==> config.mk <==
export PLATFORM = sky130hd
export DESIGN_NAME = uart_tx_fifo_flat
export DESIGN_NICKNAME = d
export VERILOG_FILES = /design/src/rtl/uart_tx_fifo_if.sv /design/src/rtl/uart_tx_fifo.sv /design/src/flat_wrapper.sv
export SDC_FILE = /design/constraint.sdc
export NUM_CORES = 1
export LEC_CHECK = 0
export ABC_AREA = 1
export CORE_MARGIN = 10
export CORE_UTILIZATION = 50
export CTS_BUF_LIST = sky130_fd_sc_hd__clkbuf_4
export DETAILED_ROUTE_END_ITERATION = 10
export DONT_BUFFER_PORTS = 1
export GPL_ROUTABILITY_DRIVEN = 0
export PLACE_DENSITY = 0.74
export SLEW_MARGIN = 20
export SYNTH_ARGS = -nofsm -noshare
export SYNTH_HDL_FRONTEND = slang
export SYNTH_SLANG_ARGS = --single-unit
==> constraint.sdc <==
create_clock -name clk -period 2.7 [get_ports clk]
set_clock_uncertainty 0.15 [all_clocks]
set_input_delay 0.27 -clock clk [delete_from_list [all_inputs] [get_ports clk]]
set_output_delay 0.27 -clock clk [all_outputs]
set_load 0.05 [all_outputs]
==> src/rtl/uart_tx_fifo_if.sv <==
// uart_tx_fifo_if - byte handshake between a producer and the UART transmitter.
//   tx_data  : byte to send
//   tx_valid : producer has a byte on tx_data
//   tx_ready : transmitter FIFO can take a byte
// A byte moves on a clock edge where tx_valid && tx_ready.
`timescale 1ns/1ps
interface uart_tx_fifo_if;
  logic [7:0] tx_data;
  logic       tx_valid;
  logic       tx_ready;

  modport master (output tx_data, output tx_valid, input tx_ready);
  modport slave  (input tx_data, input tx_valid, output tx_ready);
endinterface

==> src/rtl/uart_tx_fifo.sv <==
// uart_tx_fifo - 8N1 UART transmitter (LSB first, idle-high) fed by a small FIFO.
// Bit timing CLK_FREQ/BAUD_RATE matches uart_rx so tx can loop into uart_rx.rx.
// Ports:
//   clk        : system clock, rising edge
//   rst_n      : asynchronous active-low reset
//   bus        : uart_tx_fifo_if.slave (tx_data / tx_valid / tx_ready)
//   tx         : serial line, registered
//   tx_busy    : frame in progress or FIFO non-empty
//   fifo_count : bytes waiting in the FIFO (the byte in the shifter is not counted)
// Optional feature: define UART_TX_PARITY_EN to insert an even-parity bit
// between the data bits and the stop bit (11-bit frame).
`timescale 1ns/1ps
module uart_tx_fifo #(
  parameter int CLK_FREQ   = 50000000,
  parameter int BAUD_RATE  = 115200,
  parameter int FIFO_DEPTH = 4
) (
  input  logic                          clk,
  input  logic                          rst_n,
  uart_tx_fifo_if.slave                 bus,
  output logic                          tx,
  output logic                          tx_busy,
  output logic [$clog2(FIFO_DEPTH):0]   fifo_count
);
  // state    | meaning
  // IDLE     | line high, waiting for a byte in the FIFO
  // START    | start bit (low)
  // DATA     | 8 data bits, LSB first
  // PARITY   | even-parity bit (only with UART_TX_PARITY_EN)
  // STOP     | stop bit (high); pops the next byte on expiry if one is waiting
  localparam logic [2:0] S_IDLE   = 3'd0;
  localparam logic [2:0] S_START  = 3'd1;
  localparam logic [2:0] S_DATA   = 3'd2;
  localparam logic [2:0] S_STOP   = 3'd3;
`ifdef UART_TX_PARITY_EN
  localparam logic [2:0] S_PARITY = 3'd4;
`endif

  localparam int CLKS_PER_BIT = CLK_FREQ / BAUD_RATE;
  localparam int AW = $clog2(FIFO_DEPTH);
  localparam int CW = AW + 1;
  localparam int BW = (CLKS_PER_BIT > 1) ? $clog2(CLKS_PER_BIT) : 1;
  localparam logic [BW-1:0] BAUD_LAST  = BW'(CLKS_PER_BIT - 1);
  localparam logic [CW-1:0] FULL_COUNT = CW'(FIFO_DEPTH);

  logic [7:0]    mem [FIFO_DEPTH];
  logic [AW-1:0] wr_ptr, rd_ptr;
  logic [CW-1:0] count, count_next;
  logic          push, pop, empty, full;

  logic [2:0]    state;
  logic [BW-1:0] baud_cnt;
  logic          baud_done;
  logic [2:0]    bit_idx;
  logic [7:0]    shift;
`ifdef UART_TX_PARITY_EN
  logic          parity_bit;
`endif

  assign empty     = (count == '0);
  assign full      = (count == FULL_COUNT);
  assign push      = bus.tx_valid && bus.tx_ready && !full;
  assign baud_done = (baud_cnt == BAUD_LAST);

  // The FIFO head is taken either from IDLE or at the end of a stop bit, which
  // is what makes back-to-back frames gapless.
  always_comb begin
    pop = 1'b0;
    if (!empty && ((state == S_IDLE) || (state == S_STOP && baud_done)))
      pop = 1'b1;
  end

  always_comb begin
    count_next = count;
    case ({push, pop})
      2'b10:   count_next = count + CW'(1);
      2'b01:   count_next = count - CW'(1);
      default: count_next = count;
    endcase
  end

  // tx_ready follows the next count so a full FIFO never sees an extra push.
  always_ff @(posedge clk or negedge rst_n) begin
    if (!rst_n) begin
      wr_ptr       <= '0;
      rd_ptr       <= '0;
      count        <= '0;
      bus.tx_ready <= 1'b0;
    end else begin
      if (push) wr_ptr <= wr_ptr + AW'(1);
      if (pop)  rd_ptr <= rd_ptr + AW'(1);
      count        <= count_next;
      bus.tx_ready <= (count_next != FULL_COUNT);
    end
  end

  always_ff @(posedge clk) begin
    if (push) mem[wr_ptr] <= bus.tx_data;
  end

  always_ff @(posedge clk or negedge rst_n) begin
    if (!rst_n) begin
      state    <= S_IDLE;
      tx       <= 1'b1;
      baud_cnt <= '0;
      bit_idx  <= '0;
      shift    <= '0;
`ifdef UART_TX_PARITY_EN
      parity_bit <= 1'b0;
`endif
    end else begin
      case (state)
        S_IDLE: tx <= 1'b1;
        S_START: begin
          if (baud_done) begin
            state    <= S_DATA;
            tx       <= shift[0];
            shift    <= shift >> 1;
            bit_idx  <= '0;
            baud_cnt <= '0;
          end else begin
            baud_cnt <= baud_cnt + BW'(1);
          end
        end
        S_DATA: begin
          if (baud_done) begin
            baud_cnt <= '0;
            if (bit_idx == 3'd7) begin
`ifdef UART_TX_PARITY_EN
              state <= S_PARITY;
              tx    <= parity_bit;
`else
              state <= S_STOP;
              tx    <= 1'b1;
`endif
            end else begin
              bit_idx <= bit_idx + 3'd1;
              tx      <= shift[0];
              shift   <= shift >> 1;
            end
          end else begin
            baud_cnt <= baud_cnt + BW'(1);
          end
        end
`ifdef UART_TX_PARITY_EN
        S_PARITY: begin
          if (baud_done) begin
            state    <= S_STOP;
            tx       <= 1'b1;
            baud_cnt <= '0;
          end else begin
            baud_cnt <= baud_cnt + BW'(1);
          end
        end
`endif
        S_STOP: begin
          if (baud_done) begin
            state    <= S_IDLE;
            tx       <= 1'b1;
            baud_cnt <= '0;
          end else begin
            baud_cnt <= baud_cnt + BW'(1);
          end
        end
        default: begin
          state <= S_IDLE;
          tx    <= 1'b1;
        end
      endcase
      // Loading the next byte overrides the IDLE / stop-expiry assignments above.
      if (pop) begin
        shift    <= mem[rd_ptr];
        state    <= S_START;
        tx       <= 1'b0;
        baud_cnt <= '0;
`ifdef UART_TX_PARITY_EN
        parity_bit <= ^mem[rd_ptr];
`endif
      end
    end
  end

  assign fifo_count = count;
  assign tx_busy    = (state != S_IDLE) || !empty;
endmodule

==> src/flat_wrapper.sv <==
// flat-port wrapper written by rule: the top's interface ports become plain ports
module uart_tx_fifo_flat 
#(
  parameter int CLK_FREQ   = 50000000,
  parameter int BAUD_RATE  = 115200,
  parameter int FIFO_DEPTH = 4
)
  (clk, rst_n, tx, tx_busy, fifo_count, bus_tx_data, bus_tx_valid, bus_tx_ready);
  uart_tx_fifo_if bus_i ();
  input  logic clk;
  input  logic rst_n;
  output logic tx;
  output logic tx_busy;
  output logic [$clog2(FIFO_DEPTH):0] fifo_count;
  input wire logic [$bits(bus_i.tx_data)-1:0] bus_tx_data;
  input wire logic [$bits(bus_i.tx_valid)-1:0] bus_tx_valid;
  output wire logic [$bits(bus_i.tx_ready)-1:0] bus_tx_ready;
  assign bus_i.tx_data = bus_tx_data;
  assign bus_i.tx_valid = bus_tx_valid;
  assign bus_tx_ready = bus_i.tx_ready;
  uart_tx_fifo #(.CLK_FREQ(CLK_FREQ), .BAUD_RATE(BAUD_RATE), .FIFO_DEPTH(FIFO_DEPTH)) u_core (.clk(clk), .rst_n(rst_n), .bus(bus_i), .tx(tx), .tx_busy(tx_busy), .fifo_count(fifo_count));
endmodule
==> results.py <==
metrics = {
    "status": {
        "run_status": "completed",
    },
    "critical_path": {
        "regToRegSetupSlack_ns": 0.23,
        "arrival_ns": 2.61,
        "timing.critical_path.slowest_cell_delay_ns": 0.41,
        "cp_cell_sequence": "inv_1 > ha_1 > nand2_1 > nor2_2 > nand2_4 > nand2_4 > nand2_4 > inv_2 > ha_1 > inv_1 > fa_1 > a21oi_1 > o21ai_0 > xor2_1 > nand2_1",
        "worst_path_most_repeated_cell": "nand2_4",
        "worstSetupPathType": "reg2reg",
        "sort_of_element_at_the_start_of_the_critical_path": "flip-flop",
        "end_kind": "flip-flop",
        "path_delay_family": "adder cells",
        "path_max_fanout": 5,
        "slowest_stage": "dfrtp_1",
        "worst-endpoint-required_ns": 2.83,
        "buffering_stage_count_on_the_worst_path_with_inverters_included": 3,
    },
    "finish": {
        "layout.nets": 343,
        "layout-area-overhead-vs-synth_pct": 12.3,
        "area_of_the_multi_input_gates_um2": 1050,
        "antenna_cells_inserted": 0,
        "layout.core_utilization_pct": 59.0,
        "final_layout_size_suffix_gt1_share_pct": 14.2,
        "filler_cell_count": 489,
        "register_area_um2": 1740,
    },
    "clock_tree": {
        "worst_skew_pair_latency_ns": 0.39,
        "cts-htree-levels": 3,
        "worst_setup_hold_path_clk_slew_ns": 0.11,
        "tritoncts": "yes",
        "clock_sinks": 63,
        "cts_root_buffer": "clkbuf_4",
        "clock_path_buffers": 2,
        "cts_inserted_buffers": 9,
    },
    "synth": {
        "synthesis.area_um2": 2950,
        "yosys_warnings": 0,
        "synth-seq-area-share_pct": 59.0,
        "netlist_instances": 292,
        "synth_cell_types": 27,
        "mappedNetlistNets": 317,
        "syn-mean-instance-area_um2": 10.1,
        "flop_and_latch_count_out_of_synthesis": 63,
    },
    "hold_path": {
        "worst_hold_path_type": "in2reg",
    },
    "global_route": {
        "globalRouteTotalUtil_pct": 11.4,
        "grt_antenna_before_repair": 0,
        "vias_in_the_first_global_route": 1986,
        "grt_remaining_overflow": 0,
        "grt_start_max_net_pins": 32,
        "grt_first_pass_wirelength_mm": 9.06,
    },
    "floorplanning": {
        "core_region_area_um2": 5610,
        "die-width_um": 96.8,
        "die_h_um": 96.8,
        "num_io_pins": 17,
        "die_ar_um2": 9370,
        "rows": 27,
        "initial_core_util_pct": 52.6,
    },
    "detailed_routing": {
        "drt_iter0_drc": 120,
        "route.detailed.drc": 0,
        "routed_length_per_placed_instance_um": 13.1,
        "route.antenna.remaining_nets": 0,
        "route.final.wire_length_mm": 5.19,
        "dr.pass1.iters": 4,
        "viasPerCell": 5.08,
        "via_count": 2007,
    },
    "power": {
        "p_leak_nw": 1.45,
        "totalPowerFinal_mw": 2.25,
        "max-vdd-ir-drop_v": 0.000473,
        "power-per-cell-area_nw_per_um2": 679,
    },
    "timing": {
        "post-route-min-period_ns": 2.47,
        "worst_pin_slew_ns": 0.553,
        "min_period_over_period_pct": 91.6,
        "final_hold_viol_count": 0,
        "slew_headroom_pct": 63.2,
        "timing.setup.tns_ns": 0,
        "final-setup-viol-count": 0,
        "grt_setup_unrepaired": "false",
        "post-route-worst-setup-slack_ns": 0.228,
        "achievable-frequency_mhz": 404,
        "timing.final.max_slew_violations": 0,
    },
    "placed_design": {
        "hpwlAfterDp_mm": 3.63,
        "io_buffer_count": 0,
        "pre_cts_slack_ns": 0.215,
    },
    "run": {
        "cap_violations": 0,
    },
}
-- timing repair --
action / in CTS / in global routing
setup buffers: 0 / 0
hold buffers: 10 / 0
resized for setup: 0 / 1
hold endpoints to repair: 63 / 0
setup endpoints to repair: 0 / 1
-- stage by stage --
| stage | cells | instance area, µm² | hold WS [ns] |
|---|---|---|---|
| after floorplan | 292 | 2950 | -0.176 |
| after global placement | 369 | 3070 | -0.174 |
| after detailed placement | 369 | 3070 | -0.174 |
| after CTS | 395 | 3310 | 0.0471 |
| after global routing | 395 | 3310 | 0.0778 |
| final | 395 | 3310 | 0.0816 |
-- synth_stat cells --
master	count	area share, %
buf_6	3	1.1
dfrtp_1	30	25
nor2_4	1	0.38
o21ai_2	2	0.59
nand4_1	1	0.21
ha_1	13	5.5
inv_1	25	3.2
xor2_1	2	0.59
o21a_1	1	0.25
inv_2	5	0.64
nand2_4	3	1.1
dfstp_2	1	0.89
nand2_1	49	6.2
nand2_2	3	0.64
buf_2	4	0.68
edfxtp_1	32	33
nand3_1	31	5.3
xnor2_1	1	0.30
or2_1	1	0.21
a21oi_4	1	0.55
o21bai_1	1	0.25
fa_1	1	0.68
nor2_1	36	4.6
a21oi_1	9	1.5
o21ai_1	6	1.0
o21ai_0	22	3.7
o22ai_1	8	1.7
-- tightest hold or removal path: cells and delay by family --
family,cells,cell delay (ns)
xor gates and xnor gates,1,0.07
buffers and inverters,1,0.16
and+or+nand+nor,1,0.09
-- path summary, 6_finish.rpt --
path                                           startpoint  cells after the start                              to
setup / recovery           u_core.baud_cnt[1]$_DFFE_PN0P_                     15   u_core.bus.tx_ready$_DFF_PN0_
hold / removal                               bus_tx_valid                      3    u_core.wr_ptr[0]$_DFFE_PN0P_
setup reg to reg           u_core.baud_cnt[1]$_DFFE_PN0P_                     15   u_core.bus.tx_ready$_DFF_PN0_
hold reg to reg             u_core.bit_idx[0]$_DFFE_PN0P_                      1   u_core.bit_idx[0]$_DFFE_PN0P_
max in group asynchronous                           rst_n                      2           u_core.tx$_DFFE_PN1P_
min in group asynchronous                           rst_n                      2  u_core.baud_cnt[3]$_DFFE_PN0P_
-- where the power goes --
part	switching, mW	internal [mW]
Combinational	0.323	0.158
Sequential	0.0443	1.15
Clock	0.371	0.198
-- logic make-up (layout without fill, tap and decap cells) --
family	Yosys count	in the layout	share of synthesized area [%]
AOI/OAI and AO/OA	50	50	9.64
xor gates and xnor gates	3	3	0.892
adders and majority gates	14	14	6.20
buffers and inverters	37	68	5.65
DFF	63	63	59.0
and+or+nand+nor	125	125	18.7
-- cell usage in the layout (no fill, tap or decap), types with 2 or more instances in the layout --
cell and n:
dlygate4sd3_1 9, nand2_2 3, inv_1 25, ha_1 13, clkinv_4 3, dfrtp_1 30, edfxtp_1 32, inv_2 5
o21ai_1 6, nand2_4 3, a21oi_1 9, o22ai_1 8, buf_4 12, inv_6 2, o21ai_0 22, clkbuf_4 9
xor2_1 2, o21ai_2 2, nor2_1 35, nand3_1 31, nand2_1 49
-- state kept, by name, indices dropped and copies added, names as in the netlist --
register / flops
u_core.fifo_count: 3
u_core.state: 2
u_core.tx: 1
u_core.shift: 8
u_core.baud_cnt: 9
u_core.bus.tx_ready: 1
u_core.wr_ptr: 2
u_core.rd_ptr: 2
u_core.mem: 32
u_core.bit_idx: 3
-- per-layer routing --
layer  global-route usage [%]  wire length (µm)  up-vias
li1                         -                 -     1037
met4                     5.41                29        0
met3                     3.12               192        2
met2                     18.7              2560       27
met5                        0                 0        -
met1                     13.5              2410      941
-- final cells by class --
cell class	instances	share of cell area, %
multi-input cells	192	31.6
inverters	30	3.40
clock buffers	9	2.04
repair buffers	22	6.05
clock inverters	7	1.70
well taps	72	2.72
flip-flops and latches	63	52.5
(Power assumes the default switching activity.)
==> RTL change, RTL diff (config.mk and constraints unchanged) <==
`CLK_FREQ` is set to 50000000 in 2 places; all go to 200000000.
--- a/src/rtl/uart_tx_fifo.sv
+++ b/src/rtl/uart_tx_fifo.sv
@@ -11,7 +11,7 @@
 // between the data bits and the stop bit (11-bit frame).
 `timescale 1ns/1ps
 module uart_tx_fifo #(
-  parameter int CLK_FREQ   = 50000000,
+  parameter int CLK_FREQ   = 200000000,
   parameter int BAUD_RATE  = 115200,
   parameter int FIFO_DEPTH = 4
 ) (
--- a/src/flat_wrapper.sv
+++ b/src/flat_wrapper.sv
@@ -1,7 +1,7 @@
 // flat-port wrapper written by rule: the top's interface ports become plain ports
 module uart_tx_fifo_flat 
 #(
-  parameter int CLK_FREQ   = 50000000,
+  parameter int CLK_FREQ   = 200000000,
   parameter int BAUD_RATE  = 115200,
   parameter int FIFO_DEPTH = 4
 )
Formal check against the unedited RTL: same outputs for any inputs over 10 cycles, from zero or initial values and one cycle with rst_n low; that may be too few to reach the edited logic, so the function may still have changed.
==> RTL change against the original RTL <==
Sequential share of layout area is 1.5 points lower; total power is 6.1% higher; design area is 5.9% higher; area after synthesis is 6.2% higher; via count is 11% higher; die area is 4.9% higher; wire length is 11% higher; sequential cell count is 2 higher; setup slack worse by 0.023 ns.
==> RTL change: results (changes against the original RTL) <==
stage	metric	value	unit	change
cts	clk_lat worst skew	0.41	ns	+0.02 ns
global_routing	largest net degree at the start of global routing	34		+6.3%
synth	ys async rst share	50.8	%	+1.6 points
worst_setup_path	crit path max fanout	5		unchanged
cts	CTS clk-pin slew, worst paths	0.12	ns	
worst_setup_path	Max stage delay on crit path	0.43	ns	+0.02 ns
drt	Pre-Repair DR Iteration Count	4		unchanged
run_status	outcome	complete, no violations		
finish	fillers	500		+2.2%
synth	post-synthesis cell type count	28		+3.7%
global_routing	initial antenna violation count	0		unchanged
worst_setup_path	critical path arrival	2.65	ns	+0.04 ns
drt	Initial DRC Count	135		+13%
drt	Final ANT Viol Nets	0		unchanged
hold_path	Hold Path Sink	u_core.wr_ptr[0]		
global_routing	global-route usage over all layers	12.8	%	+1.4 points
hold_path	min-delay worst type	in2reg		
synth	register area share after synthesis	57.1	%	-1.8 points
worst_setup_path	CP max stage cell	dfrtp_1		
finish	layout cell share with drive strength beyond 1	13.9	%	-0.32 points
finish	nets	371		+8.2%
timing	hold slack	0.114	ns	+0.0322 ns
timing	worst-margin pin slew	0.526	ns	-0.0263 ns
worst_setup_path	R2R Setup Slk	0.20	ns	-0.02 ns
hold_path	Worst Hold Depth	2		-1
cts	PostCTS Resize Cnt	0		unchanged
synth	Post-synth EDFFs	32		unchanged
drt	via count	2225		+11%
global_routing	first-pass GRT wire length	10200	um	+13%
placed_design	placed instance area	3250	um^2	+5.8%
synth	syn nets	345		+8.8%
worst_setup_path	R2R cell count	12		-3
worst_setup_path	worst reg2reg startpoint	u_core.state[0]		
finish	largest reg by FF count	u_core.mem		
drt	Routed WL per cell	13.5	um	+2.4%
cts	Clock Tree Buf Depth	2		unchanged
placed_design	hpwl dp	3870	um	+6.7%
worst_setup_path	Reg2Reg Capture Point	u_core.bus.tx_ready		
finish	Regs by FF count	u_core.mem x32, u_core.baud_cnt x11, u_core.shift x8		
pwr	Leak	1.54	nW	+6.7%
finish	Diodes inserted	0		unchanged
synth	dominant cells by area after synthesis	edfxtp_1 (31%), dfrtp_1 (26%), nand2_1 (6.5%)		
pwr	worst ir drop on vdd	0.000630	V	+33%
synth	top post-synthesis cells by count	nand2_1 (54), nand3_1 (40), nor2_1 (40)		
[RTL change: cell types whose count changed after synthesis, moves of 4 or more]
cell	delta
inv_1	+8
nand2_1	+5
nor2_1	+4
nand3_1	+9
[RTL change: worst max-delay path by stage]
stage / start / to / slack (ns) / depth (start not counted)
CTS: u_core.state[0] / u_core.bus.tx_ready / 0.19 / 13
global placement: u_core.state[0] / u_core.bus.tx_ready / 0.31 / 13
finish: u_core.state[0] / u_core.bus.tx_ready / 0.20 / 12
floorplan: u_core.fifo_count[2] / u_core.bus.tx_ready / 0.08 / 13
detailed placement: u_core.state[0] / u_core.bus.tx_ready / 0.21 / 13
global route: u_core.state[0] / u_core.bus.tx_ready / 0.008 / 13
[RTL change: metal layers]
layer	up-vias	track usage, %	wire [um]
li1	1119	-	-
met1	1049	15.1	2520
met2	55	20.4	2860
met3	2	5.26	337
met4	0	4.85	23
met5	-	0	0
[RTL change: worst max-delay path, delay by kind of cell (launching register included)]
kind | cells | cell delay, ns
xor+xnor | 1 | 0.20
compound gates | 2 | 0.46
flops | 1 | 0.43
simple gates | 2 | 0.13
fa+ha+maj | 3 | 0.65
buf+inv | 4 | 0.36
[RTL change: through the flow]
stage | setup WS, ns | std cells
2_1_floorplan | 0.0770 | 321
3_3_place_gp | 0.311 | 401
3_5_place_dp | 0.207 | 401
4_1_cts | 0.187 | 427
5_1_grt | 0.00766 | 427
6_report | 0.205 | 427
[RTL change: area by class of cell]
| type | instances | area (um^2) | share of cell area (%) |
|---|---|---|---|
| flip-flops and latches | 65 | 1790 | 51.0 |
| multi-input cells | 212 | 1140 | 32.6 |
| repair buffers | 22 | 200 | 5.71 |
| inverters | 37 | 139 | 3.96 |
| well taps | 75 | 93.8 | 2.68 |
| clock inverters | 7 | 76.3 | 2.18 |
| clock buffers | 9 | 67.6 | 1.93 |
[RTL change: where the power goes]
group          switching, W  total (W)  internal, W  leakage [nW]
combinational      0.000341   0.000496     0.000156         0.775
sequential        0.0000455    0.00123      0.00118         0.695
clock              0.000372   0.000660     0.000288        0.0729
total              0.000758    0.00238      0.00163          1.54
[RTL change: cell families (layout without fill, tap and decap cells)]
group | after synthesis | count (layout) | share of synthesized area [%]
AOI/OAI and AO/OA | 42 | 42 | 7.88
xor gates and xnor gates | 5 | 5 | 1.40
adders and majority gates | 13 | 13 | 5.44
buffers and inverters | 44 | 75 | 6.36
DFF | 65 | 65 | 57.1
and+or+nand+nor | 152 | 152 | 21.8
[RTL change: repair_timing]
item                                   4_1_cts  5_1_grt
hold buffers                                10        0
endpoints found under the hold margin       65        0
setup buffers                                0        0
